File: src/rtl/display_pkg.sv
// Shared definitions for the seven-segment display scheduler: FSM encoding,
// digit geometry, default timing constants and small digit helpers.
package display_pkg;

    localparam int N_DIGITS        = 8;
    localparam int MAX_SRC         = 8;
    localparam int BCD_W           = 32;
    localparam int DEF_SCAN_DIV    = 150000;
    localparam int DEF_REFRESH_CYC = 1000000;

    localparam logic [1:0] ST_IDLE   = 2'd0;
    localparam logic [1:0] ST_LOAD   = 2'd1;
    localparam logic [1:0] ST_CONV   = 2'd2;
    localparam logic [1:0] ST_COMMIT = 2'd3;

    // Shift-add-3 correction applied to one BCD digit before each shift.
    function automatic logic [3:0] add3(input logic [3:0] nib);
        return (nib >= 4'd5) ? nib + 4'd3 : nib;
    endfunction

    // Bit i set when digit i lies above the most significant nonzero digit.
    // Digit 0 is never marked, so a zero value still shows one "0".
    function automatic logic [N_DIGITS-1:0] lzb_mask(input logic [BCD_W-1:0] value);
        logic [N_DIGITS-1:0] mask;
        logic                seen;
        mask = '0;
        seen = 1'b0;
        for (int i = N_DIGITS - 1; i >= 1; i--) begin
            if (value[4*i +: 4] != 4'd0) seen = 1'b1;
            mask[i] = ~seen;
        end
        return mask;
    endfunction

endpackage

File: src/rtl/bin2bcd_iter.sv
// Iterative 32-bit binary to 8-digit BCD converter (shift-add-3), one bit per
// cycle; digits beyond the eighth are dropped, giving the value mod 10^8.
module bin2bcd_iter
    import display_pkg::*;
(
    input  logic             clk,
    input  logic             rst,
    input  logic             start,
    input  logic             abort,
    input  logic [31:0]      bin_in,
    output logic             done,
    output logic [BCD_W-1:0] bcd_out
);

    logic [31:0]      bin_reg;
    logic [BCD_W-1:0] bcd_reg;
    logic [BCD_W-2:0] bcd_adj;
    logic [4:0]       cnt_reg;
    logic             active_reg;

    // The top bit of the adjusted top digit is shifted out and discarded,
    // so only its low three bits are kept.
    genvar gi;
    generate
        for (gi = 0; gi < N_DIGITS; gi++) begin : g_adj
            if (gi < N_DIGITS - 1) begin : g_full
                assign bcd_adj[4*gi +: 4] = add3(bcd_reg[4*gi +: 4]);
            end else begin : g_top
                assign bcd_adj[4*gi +: 3] = 3'(add3(bcd_reg[4*gi +: 4]));
            end
        end
    endgenerate

    always_ff @(posedge clk) begin
        if (rst) begin
            bin_reg    <= '0;
            bcd_reg    <= '0;
            cnt_reg    <= '0;
            active_reg <= 1'b0;
        end else if (abort) begin
            active_reg <= 1'b0;
        end else if (start) begin
            bin_reg    <= bin_in;
            bcd_reg    <= '0;
            cnt_reg    <= 5'd31;
            active_reg <= 1'b1;
        end else if (active_reg) begin
            bcd_reg <= {bcd_adj, bin_reg[31]};
            bin_reg <= {bin_reg[30:0], 1'b0};
            if (cnt_reg == 5'd0) begin
                active_reg <= 1'b0;
            end else begin
                cnt_reg <= cnt_reg - 5'd1;
            end
        end
    end

    // Asserted during the final iteration; the result is stable next cycle.
    assign done    = active_reg && (cnt_reg == 5'd0);
    assign bcd_out = bcd_reg;

endmodule

File: src/rtl/display_scheduler.sv
// Time-shares the 8-digit display between N_SRC pages, converts the selected
// value to hex or decimal and scans the digits. DISP_LZB_EN enables leading-zero blanking.
module display_scheduler
    import display_pkg::*;
#(
    parameter int N_SRC       = 4,
    parameter int SCAN_DIV    = DEF_SCAN_DIV,
    parameter int REFRESH_CYC = DEF_REFRESH_CYC
) (
    input  logic                clk,
    input  logic                rst,
    input  logic [32*N_SRC-1:0] src_data,
    input  logic [N_SRC-1:0]    src_hex,
    input  logic                next,
    output logic [3:0]          dig,
    output logic [2:0]          pos,
    output logic                point,
    output logic                off,
    output logic [2:0]          page,
    output logic                busy
);

    localparam int SCAN_W = $clog2(SCAN_DIV);
    localparam int REF_W  = $clog2(REFRESH_CYC);

    logic [1:0]        state_reg, state_next;
    logic [2:0]        page_reg;
    logic              first_reg;
    logic [REF_W-1:0]  refresh_cnt_reg;
    logic [SCAN_W-1:0] scan_cnt_reg;
    logic [2:0]        pos_reg, pos_next;
    logic [BCD_W-1:0]  disp_reg, disp_next;
    logic              disp_valid_reg, valid_next;
    logic              off_reg, off_next;
    logic              busy_reg;
    logic [31:0]       sample_reg;
    logic              hex_reg;

    logic              refresh_tick, scan_tick, start_req;
    logic              conv_start, conv_done, commit;
    logic [BCD_W-1:0]  conv_bcd;

    // Source words padded to eight slots so a 3-bit page always indexes safely.
    logic [31:0]         src_word [MAX_SRC];
    logic [MAX_SRC-1:0]  hex_vec;
    logic [3:0]          disp_nib [N_DIGITS];

    genvar gi;
    generate
        for (gi = 0; gi < MAX_SRC; gi++) begin : g_src
            if (gi < N_SRC) begin : g_used
                assign src_word[gi] = src_data[32*gi +: 32];
                assign hex_vec[gi]  = src_hex[gi];
            end else begin : g_pad
                assign src_word[gi] = '0;
                assign hex_vec[gi]  = 1'b0;
            end
        end
        for (gi = 0; gi < N_DIGITS; gi++) begin : g_nib
            assign disp_nib[gi] = disp_reg[4*gi +: 4];
        end
    endgenerate

    assign refresh_tick = (refresh_cnt_reg == REF_W'(REFRESH_CYC - 1));
    assign scan_tick    = (scan_cnt_reg == SCAN_W'(SCAN_DIV - 1));
    assign start_req    = first_reg | next | refresh_tick;

    // A page change restarts from LOAD in every state, dropping any pending commit.
    always_comb begin
        state_next = state_reg;
        conv_start = 1'b0;
        commit     = 1'b0;
        if (next) begin
            state_next = ST_LOAD;
        end else begin
            case (state_reg)
                ST_IDLE: begin
                    if (start_req) state_next = ST_LOAD;
                end
                ST_LOAD: begin
                    if (hex_vec[page_reg]) begin
                        state_next = ST_COMMIT;
                    end else begin
                        state_next = ST_CONV;
                        conv_start = 1'b1;
                    end
                end
                ST_CONV: begin
                    if (conv_done) state_next = ST_COMMIT;
                end
                default: begin
                    commit     = 1'b1;
                    state_next = ST_IDLE;
                end
            endcase
        end
    end

    // off is registered, so it is computed from the values the display and
    // scan position will hold after this edge.
`ifdef DISP_LZB_EN
    logic [N_DIGITS-1:0] blank_mask;
`endif
    always_comb begin
        disp_next  = disp_reg;
        valid_next = disp_valid_reg;
        if (commit) begin
            disp_next  = hex_reg ? sample_reg : conv_bcd;
            valid_next = 1'b1;
        end
        pos_next = scan_tick ? pos_reg + 3'd1 : pos_reg;
`ifdef DISP_LZB_EN
        blank_mask = lzb_mask(disp_next);
        off_next   = ~valid_next | blank_mask[pos_next];
`else
        off_next   = ~valid_next;
`endif
    end

    always_ff @(posedge clk) begin
        if (rst) begin
            state_reg       <= ST_IDLE;
            page_reg        <= '0;
            first_reg       <= 1'b1;
            refresh_cnt_reg <= '0;
            scan_cnt_reg    <= '0;
            pos_reg         <= '0;
            disp_reg        <= '0;
            disp_valid_reg  <= 1'b0;
            off_reg         <= 1'b1;
            busy_reg        <= 1'b0;
            sample_reg      <= '0;
            hex_reg         <= 1'b0;
        end else begin
            state_reg       <= state_next;
            first_reg       <= 1'b0;
            refresh_cnt_reg <= refresh_tick ? '0 : refresh_cnt_reg + 1'b1;
            scan_cnt_reg    <= scan_tick ? '0 : scan_cnt_reg + 1'b1;
            pos_reg         <= pos_next;
            disp_reg        <= disp_next;
            disp_valid_reg  <= valid_next;
            off_reg         <= off_next;
            busy_reg        <= (state_next != ST_IDLE);
            if (next) begin
                page_reg <= (page_reg == 3'(N_SRC - 1)) ? 3'd0 : page_reg + 3'd1;
            end
            if (state_reg == ST_LOAD) begin
                sample_reg <= src_word[page_reg];
                hex_reg    <= hex_vec[page_reg];
            end
        end
    end

    bin2bcd_iter u_bin2bcd (
        .clk     (clk),
        .rst     (rst),
        .start   (conv_start),
        .abort   (next),
        .bin_in  (src_word[page_reg]),
        .done    (conv_done),
        .bcd_out (conv_bcd)
    );

    assign dig   = disp_nib[pos_reg];
    assign point = disp_valid_reg && (pos_reg == page_reg) && !off_reg;
    assign pos   = pos_reg;
    assign off   = off_reg;
    assign page  = page_reg;
    assign busy  = busy_reg;

endmodule

File: config.mk
export PLATFORM = sky130hd
export DESIGN_NAME = display_scheduler
export DESIGN_NICKNAME = d
export VERILOG_FILES = /design/src/rtl/display_pkg.sv /design/src/rtl/bin2bcd_iter.sv /design/src/rtl/display_scheduler.sv
export SDC_FILE = /design/constraint.sdc
export NUM_CORES = 1
export LEC_CHECK = 0
export CORE_MARGIN = 2
export CORE_UTILIZATION = 56
export CTS_BUF_LIST = sky130_fd_sc_hd__clkbuf_8
export CTS_CLUSTER_SIZE = 16
export DETAILED_ROUTE_END_ITERATION = 8
export HOLD_SLACK_MARGIN = 0.15
export MAX_ROUTING_LAYER = met4
export PLACE_DENSITY = 0.93
export SYNTH_ARGS = -nofsm -noshare
export SYNTH_HDL_FRONTEND = slang
export SYNTH_SLANG_ARGS = --single-unit
File: constraint.sdc
create_clock -name clk -period 2.75 [get_ports clk]
set_input_delay 0.825 -clock clk [delete_from_list [all_inputs] [get_ports clk]]
set_output_delay 0.825 -clock clk [all_outputs]
set_load 0.05 [all_outputs]
# Word-level counts from Yosys, hierarchy flattened

Cells that the tools add are included.

Output and inout bits: 13
Input port bits: 135
Register bits after elaboration: 185

Bitwise gates (word level): 6
Order comparisons: 11
Multiplexer cells: 40
$add $sub $neg: 13
Equality and inequality tests: 7
Reductions and logical operators: 14

Operators with widths:

| cell                                                                                 | count |
|---|---|
| 32-bit 2-to-1 mux                                                                    | 7 |
| 32-bit binary-select mux with 3-bit select                                           | 1 |
| 4-bit 2-to-1 mux                                                                     | 9 |
| 4-bit by 3-bit greater-or-equal comparator with 1-bit output (second input constant) | 8 |
| 4-bit by 2-bit adder with 4-bit output (second input constant)                       | 7 |
| 20-bit by 1-bit adder with 20-bit output (second input constant)                     | 1 |
| 20-bit equality test (second input constant)                                         | 1 |
| 18-bit by 1-bit adder with 18-bit output (second input constant)                     | 1 |
| 18-bit equality test (second input constant)                                         | 1 |
| 5-bit 2-to-1 mux                                                                     | 3 |
| 4-bit binary-select mux with 3-bit select                                            | 1 |
| 1-bit 2-to-1 mux                                                                     | 12 |
| 4-bit greater-or-equal comparator (second input constant)                            | 2 |
| 3-bit NOT with 4-bit output                                                          | 2 |
| 3-bit by 1-bit adder with 3-bit output (second input constant)                       | 2 |
| 2-bit 2-to-1 mux                                                                     | 3 |
| 3-bit 2-to-1 mux                                                                     | 2 |
| 2-bit one-hot mux with 3 select lines                                                | 1 |
| 2-bit OR reduction                                                                   | 3 |
| 5-bit logical NOT                                                                    | 1 |
| 5-bit by 1-bit subtractor with 5-bit output (second input constant)                  | 1 |
| 3-bit by 4-bit < comparator with 1-bit output (second input constant)                | 1 |
| 2-bit nonzero test                                                                   | 2 |
| 3-bit by 2-bit adder with 3-bit output (second input constant)                       | 1 |
| 14 further kinds                                                                     | 18 |

# Depth between registers and ports, before layout

Depth in word-level cells: 7
Mapped depth: 9
Depth with buffers taken out: 7

# Modules after synthesis

Synthesis repeated with hierarchy kept, for this count alone.

Cells, all modules: 979
Area, all modules: 9,506.6 um2

By module, submodules not included:

| module            | instances | cells an instance | seq. area each (um2) | area each (um2) |
|---|---|---|---|---|
| display_scheduler | 1         | 614               | 2,302.2              | 6,112.1 |
| bin2bcd_iter      | 1         | 365               | 1,401.3              | 3,394.5 |

# Worst setup path after synthesis

OpenSTA, ideal clock, no wires.

Path kind: flip-flop to output port
From: register page_reg[0] (netlist: page[0])
To: output point
Slack: -0.373 ns
Stages on the path, launching flop included: 6
Arrival: 2.298 ns
Path through: dfxtp_1 buf_6 buf_6 xnor2_1 nand3b_1 nor3_1

Cells in the longest elaborated chain, start to end: 3

RTL lines:

| what                            | RTL line                 | source |
|---|---|---|
| start: declaration              | display_scheduler.sv:27  | `logic [2:0] page_reg;` |
| start signal: assignment        | display_scheduler.sv:145 | `page_reg <= (page_reg == 3'(N_SRC - 1)) ? 3'd0 : page_reg + 3'd1;` |
| 3-bit equality test             | display_scheduler.sv:165 | `assign point = disp_valid_reg && (pos_reg == page_reg) && !off_reg;` |
| 1-bit logical AND (2 in series) | display_scheduler.sv:165 |  |
| end: declaration                | display_scheduler.sv:17  | `output logic point,` |

Every way passes these cells.

# Worst setup path after layout

From: register pos_reg[0] (netlist: pos[0])
To: output dig[2]

Cells in the longest elaborated chain, start to end: 4

RTL lines:

| what                                                 | RTL line                 | source |
|---|---|---|
| start: declaration                                   | display_scheduler.sv:31  | `logic [2:0] pos_reg, pos_next;` |
| start signal: assignment                             | display_scheduler.sv:139 | `pos_reg <= pos_next;` |
| 3-bit NOT with 4-bit output (not written as such)    | display_scheduler.sv:164 | `assign dig = disp_nib[pos_reg];` |
| 4-bit binary-select mux with 3-bit select            | display_scheduler.sv:164 |  |
| 4-bit 2-to-1 mux (not written as such) (2 in series) | display_scheduler.sv:164 |  |
| end: declaration                                     | display_scheduler.sv:15  | `output logic [3:0] dig,` |

Every way passes these cells. The select of a mux whose other input is x is not followed.

==> key figures <==
Status
  – Status: finished with violations
  – Violated checks: negative setup slack

Placement
  – Post-placement cell area: 0.0110 mm²
  – Final RePlAce weighted congestion: between 0.8 and 0.9
  – DP HPWL: 17,600 µm
  – IO Port Bufs: 147

STA
  – Fin worst setup slack: -122 ps
  – RSZ-0062 raised after global routing: yes
  – Final hold vios: 0
  – Final worst-path cycle share: 104%
  – Fmax: roughly 0.35 GHz
  – Setup violations, final: 4
  – Fin Clk Skew: between 10 and 15 ps
  – Worst Tran Pin Value: 887 ps
  – Fin crit period: 2870 ps
  – Setup TNS: -443 ps
  – Max-slew violations: 0
  – Worst slew margin relative to its limit: 40.8%

Power
  – Max IR drop VDD: around 0.35 mV
  – Pwr dens: 491 mW/mm²
  – Static leakage: around 0.0041 µW
  – Total power draw: approximately 5700 µW

Synth
  – Syn avg cell area: between 9 and 10 µm²
  – Unique masters post-synth: 46
  – Most frequent cell after synthesis: dfxtp_1
  – Top cell type's share of synthesized area: 39.7%
  – Cell Area, Synth: 0.00934 mm²
  – EDFF count, synth: 0
  – Count of state elements after synthesis: 185
  – Primary FF master, synth: dfxtp_1
  – Yosys warns: 0
  – Syn Nets: 1,125
  – Async SR Flop Fraction: 0%
  – Post-Syn Instances: roughly 960
  – Cell accounting for the most synthesized area: dfxtp_1
  – Largest cells by area after synthesis: dfxtp_1 40%, mux4_2 9.6%, mux2i_1 7.1%, nor2_1 5.1%, ha_1 3.6%
  – Post-synth top cells: 185 x dfxtp_1, 128 x nor2_1, 66 x mux2i_1
  – Register area share after synthesis: between 30% and 40%

GRT
  – Remaining Overflow, GRT: 0
  – First-pass GRT wire length: roughly 40,000 µm
  – GR Util All Layers: 29.4%
  – Initial antenna violation count: 0
  – Largest net degree at the start of global routing: just over 70
  – Vias in the first global route: a little under 8,000

Detailed routing
  – Wire length per cell: a little under 20 µm
  – DRC: 0
  – Pre-antenna DRT Iters: 7
  – Vias per cell: about 6
  – WL final: around 26,000 µm
  – Vias: 8,005
  – Starting DRT DRC Count: about 790
  – Routed Antenna Nets: 0

Clock tree
  – Root Buffer: clkbuf_8
  – Clk buf depth: 2
  – H-tree depth: 4
  – CTS Hold Bufs: 0
  – CTS tree: built
  – CTS sink cnt: 185
  – CTS buffer count: 17
  – CTS clk-pin slew, worst paths: roughly 100 ps
  – Worst skew pair latency: 480 ps

Cells and area
  – Nets: between 1,000 and 1,500
  – Layout cells sized above 1: around an eighth
  – Multi-input gate area: about 0.0052 mm²
  – Final Util: a little over two thirds
  – Number of fill cells: 1,052
  – FF+latch area: around 0.0037 mm²
  – Final instance area: around 0.012 mm²
  – Synth-to-Final Area Change: 23.9%
  – # diodes: 0

Setup path
  – Peak per-stage delay on the critical path: 550 ps
  – Crit path arrival time: slightly above 2000 ps
  – Critical path class: reg2out
  – Max Fanout on Critical Path: 5
  – Critical Path RT: about 1900 ps
  – Worst Path Buf+Inv: 2
  – CP top delay family: multiplexers
  – Startpoint types: register
  – Crit path max-delay cell type: mux4_2
  – Crit path capture type: primary output
  – Crit-path cells: buf_12 -> mux4_2 -> mux2_4 -> buf_6

Floorplan
  – Site row count: 47
  – Die Span Y: approximately 130 µm
  – Die Footprint: approximately 0.018 mm²
  – Die width: roughly 130 µm
  – I/O pin cnt: between 100 and 150
  – Core Area: between 0.015 and 0.02 mm²
  – Initial core utilization: between 50% and 60%

Hold path
  – HP Class: reg2reg

Job
  – Max-cap violations: 0
==> final timing paths <==
kind / endpoint / from / slack, ps / cells after the start
max: dig[2] / pos[0]$_SDFFE_PP0P_ / -120 / 4
min: scan_cnt_reg[0]$_SDFF_PP0_ / scan_cnt_reg[0]$_SDFF_PP0_ / 470 / 1
max reg2reg: scan_cnt_reg[13]$_SDFF_PP0_ / scan_cnt_reg[15]$_SDFF_PP0_ / 700 / 5
min reg2reg: scan_cnt_reg[0]$_SDFF_PP0_ / scan_cnt_reg[0]$_SDFF_PP0_ / 470 / 1
==> per-stage QoR <==
step                      cells  hold WS [ps]  worst slack (ps)
after floorplan             963           430              5.33
after global routing       1327           506              -142
after detailed placement   1290           453               110
after global placement     1290           440               169
final                      1327           470              -122
after CTS                  1324           477             -94.0
==> routing by layer <==
metal	track usage [%]	vias up	part of all wire [%]
met4	14.2	0	4.4
met1	34.1	3819	39
met2	48.9	417	49
li1	-	3660	-
met5	-	-	0
met3	6.01	109	7.6
==> repair_timing <==
action / 4_1_cts / 5_1_grt
pin swaps: 0 / 3
cloned: 0 / 2
setup buffers: 3 / 2
endpoints found under the setup margin: 4 / 5
gates resized for setup: 8 / 7
==> cell usage in the layout, fill, tap and decap left out, types with 7 or more instances in the layout <==
master / synthesis / routed
nor2b_1: 30 / 28
and3_1: 7 / 7
a211oi_1: 34 / 34
mux4_2: 40 / 40
nand2_1: 57 / 57
clkbuf_8: 0 / 17
xnor2_1: 21 / 20
dfxtp_1: 185 / 180
ha_1: 27 / 26
a21oi_1: 50 / 50
nor3_1: 15 / 13
nor2_1: 128 / 128
nand4_1: 9 / 9
inv_1: 28 / 29
buf_4: 5 / 23
nand3_1: 26 / 26
xor2_1: 36 / 36
a221o_1: 31 / 31
and2_1: 39 / 39
mux2i_1: 66 / 66
clkdlybuf4s50_1: 0 / 138
o21ai_0: 24 / 24
nand2b_1: 9 / 9
buf_12: 0 / 7
==> area by class of cell <==
class                   count  share of cell area [%]
clock buffers              17                    2.02
clock inverters            14                    1.47
repair buffers            176                    15.8
inverters                  28                   0.909
flip-flops and latches    185                    32.1
multi-input cells         687                    45.3
well taps                 220                    2.38
==> where the power goes <==
group | total, µW | switching, µW | internal, µW
sequential | 2870 | 95.5 | 2780
clock | 1900 | 1000 | 898
combinational | 902 | 403 | 499
total | 5680 | 1500 | 4180
==> cell families (layout without fill, tap and decap cells) <==
group	count (synthesis)	count (layout)	share of synthesized area [%]
muxes	112	112	17.7
and+or+nand+nor	344	344	18.0
xor gates and xnor gates	57	57	5.35
buffers and inverters	91	235	4.66
DFF	185	185	39.7
AOI/OAI and AO/OA	147	147	11.0
adders and majority gates	27	27	3.62
(Power assumes the default switching activity.)
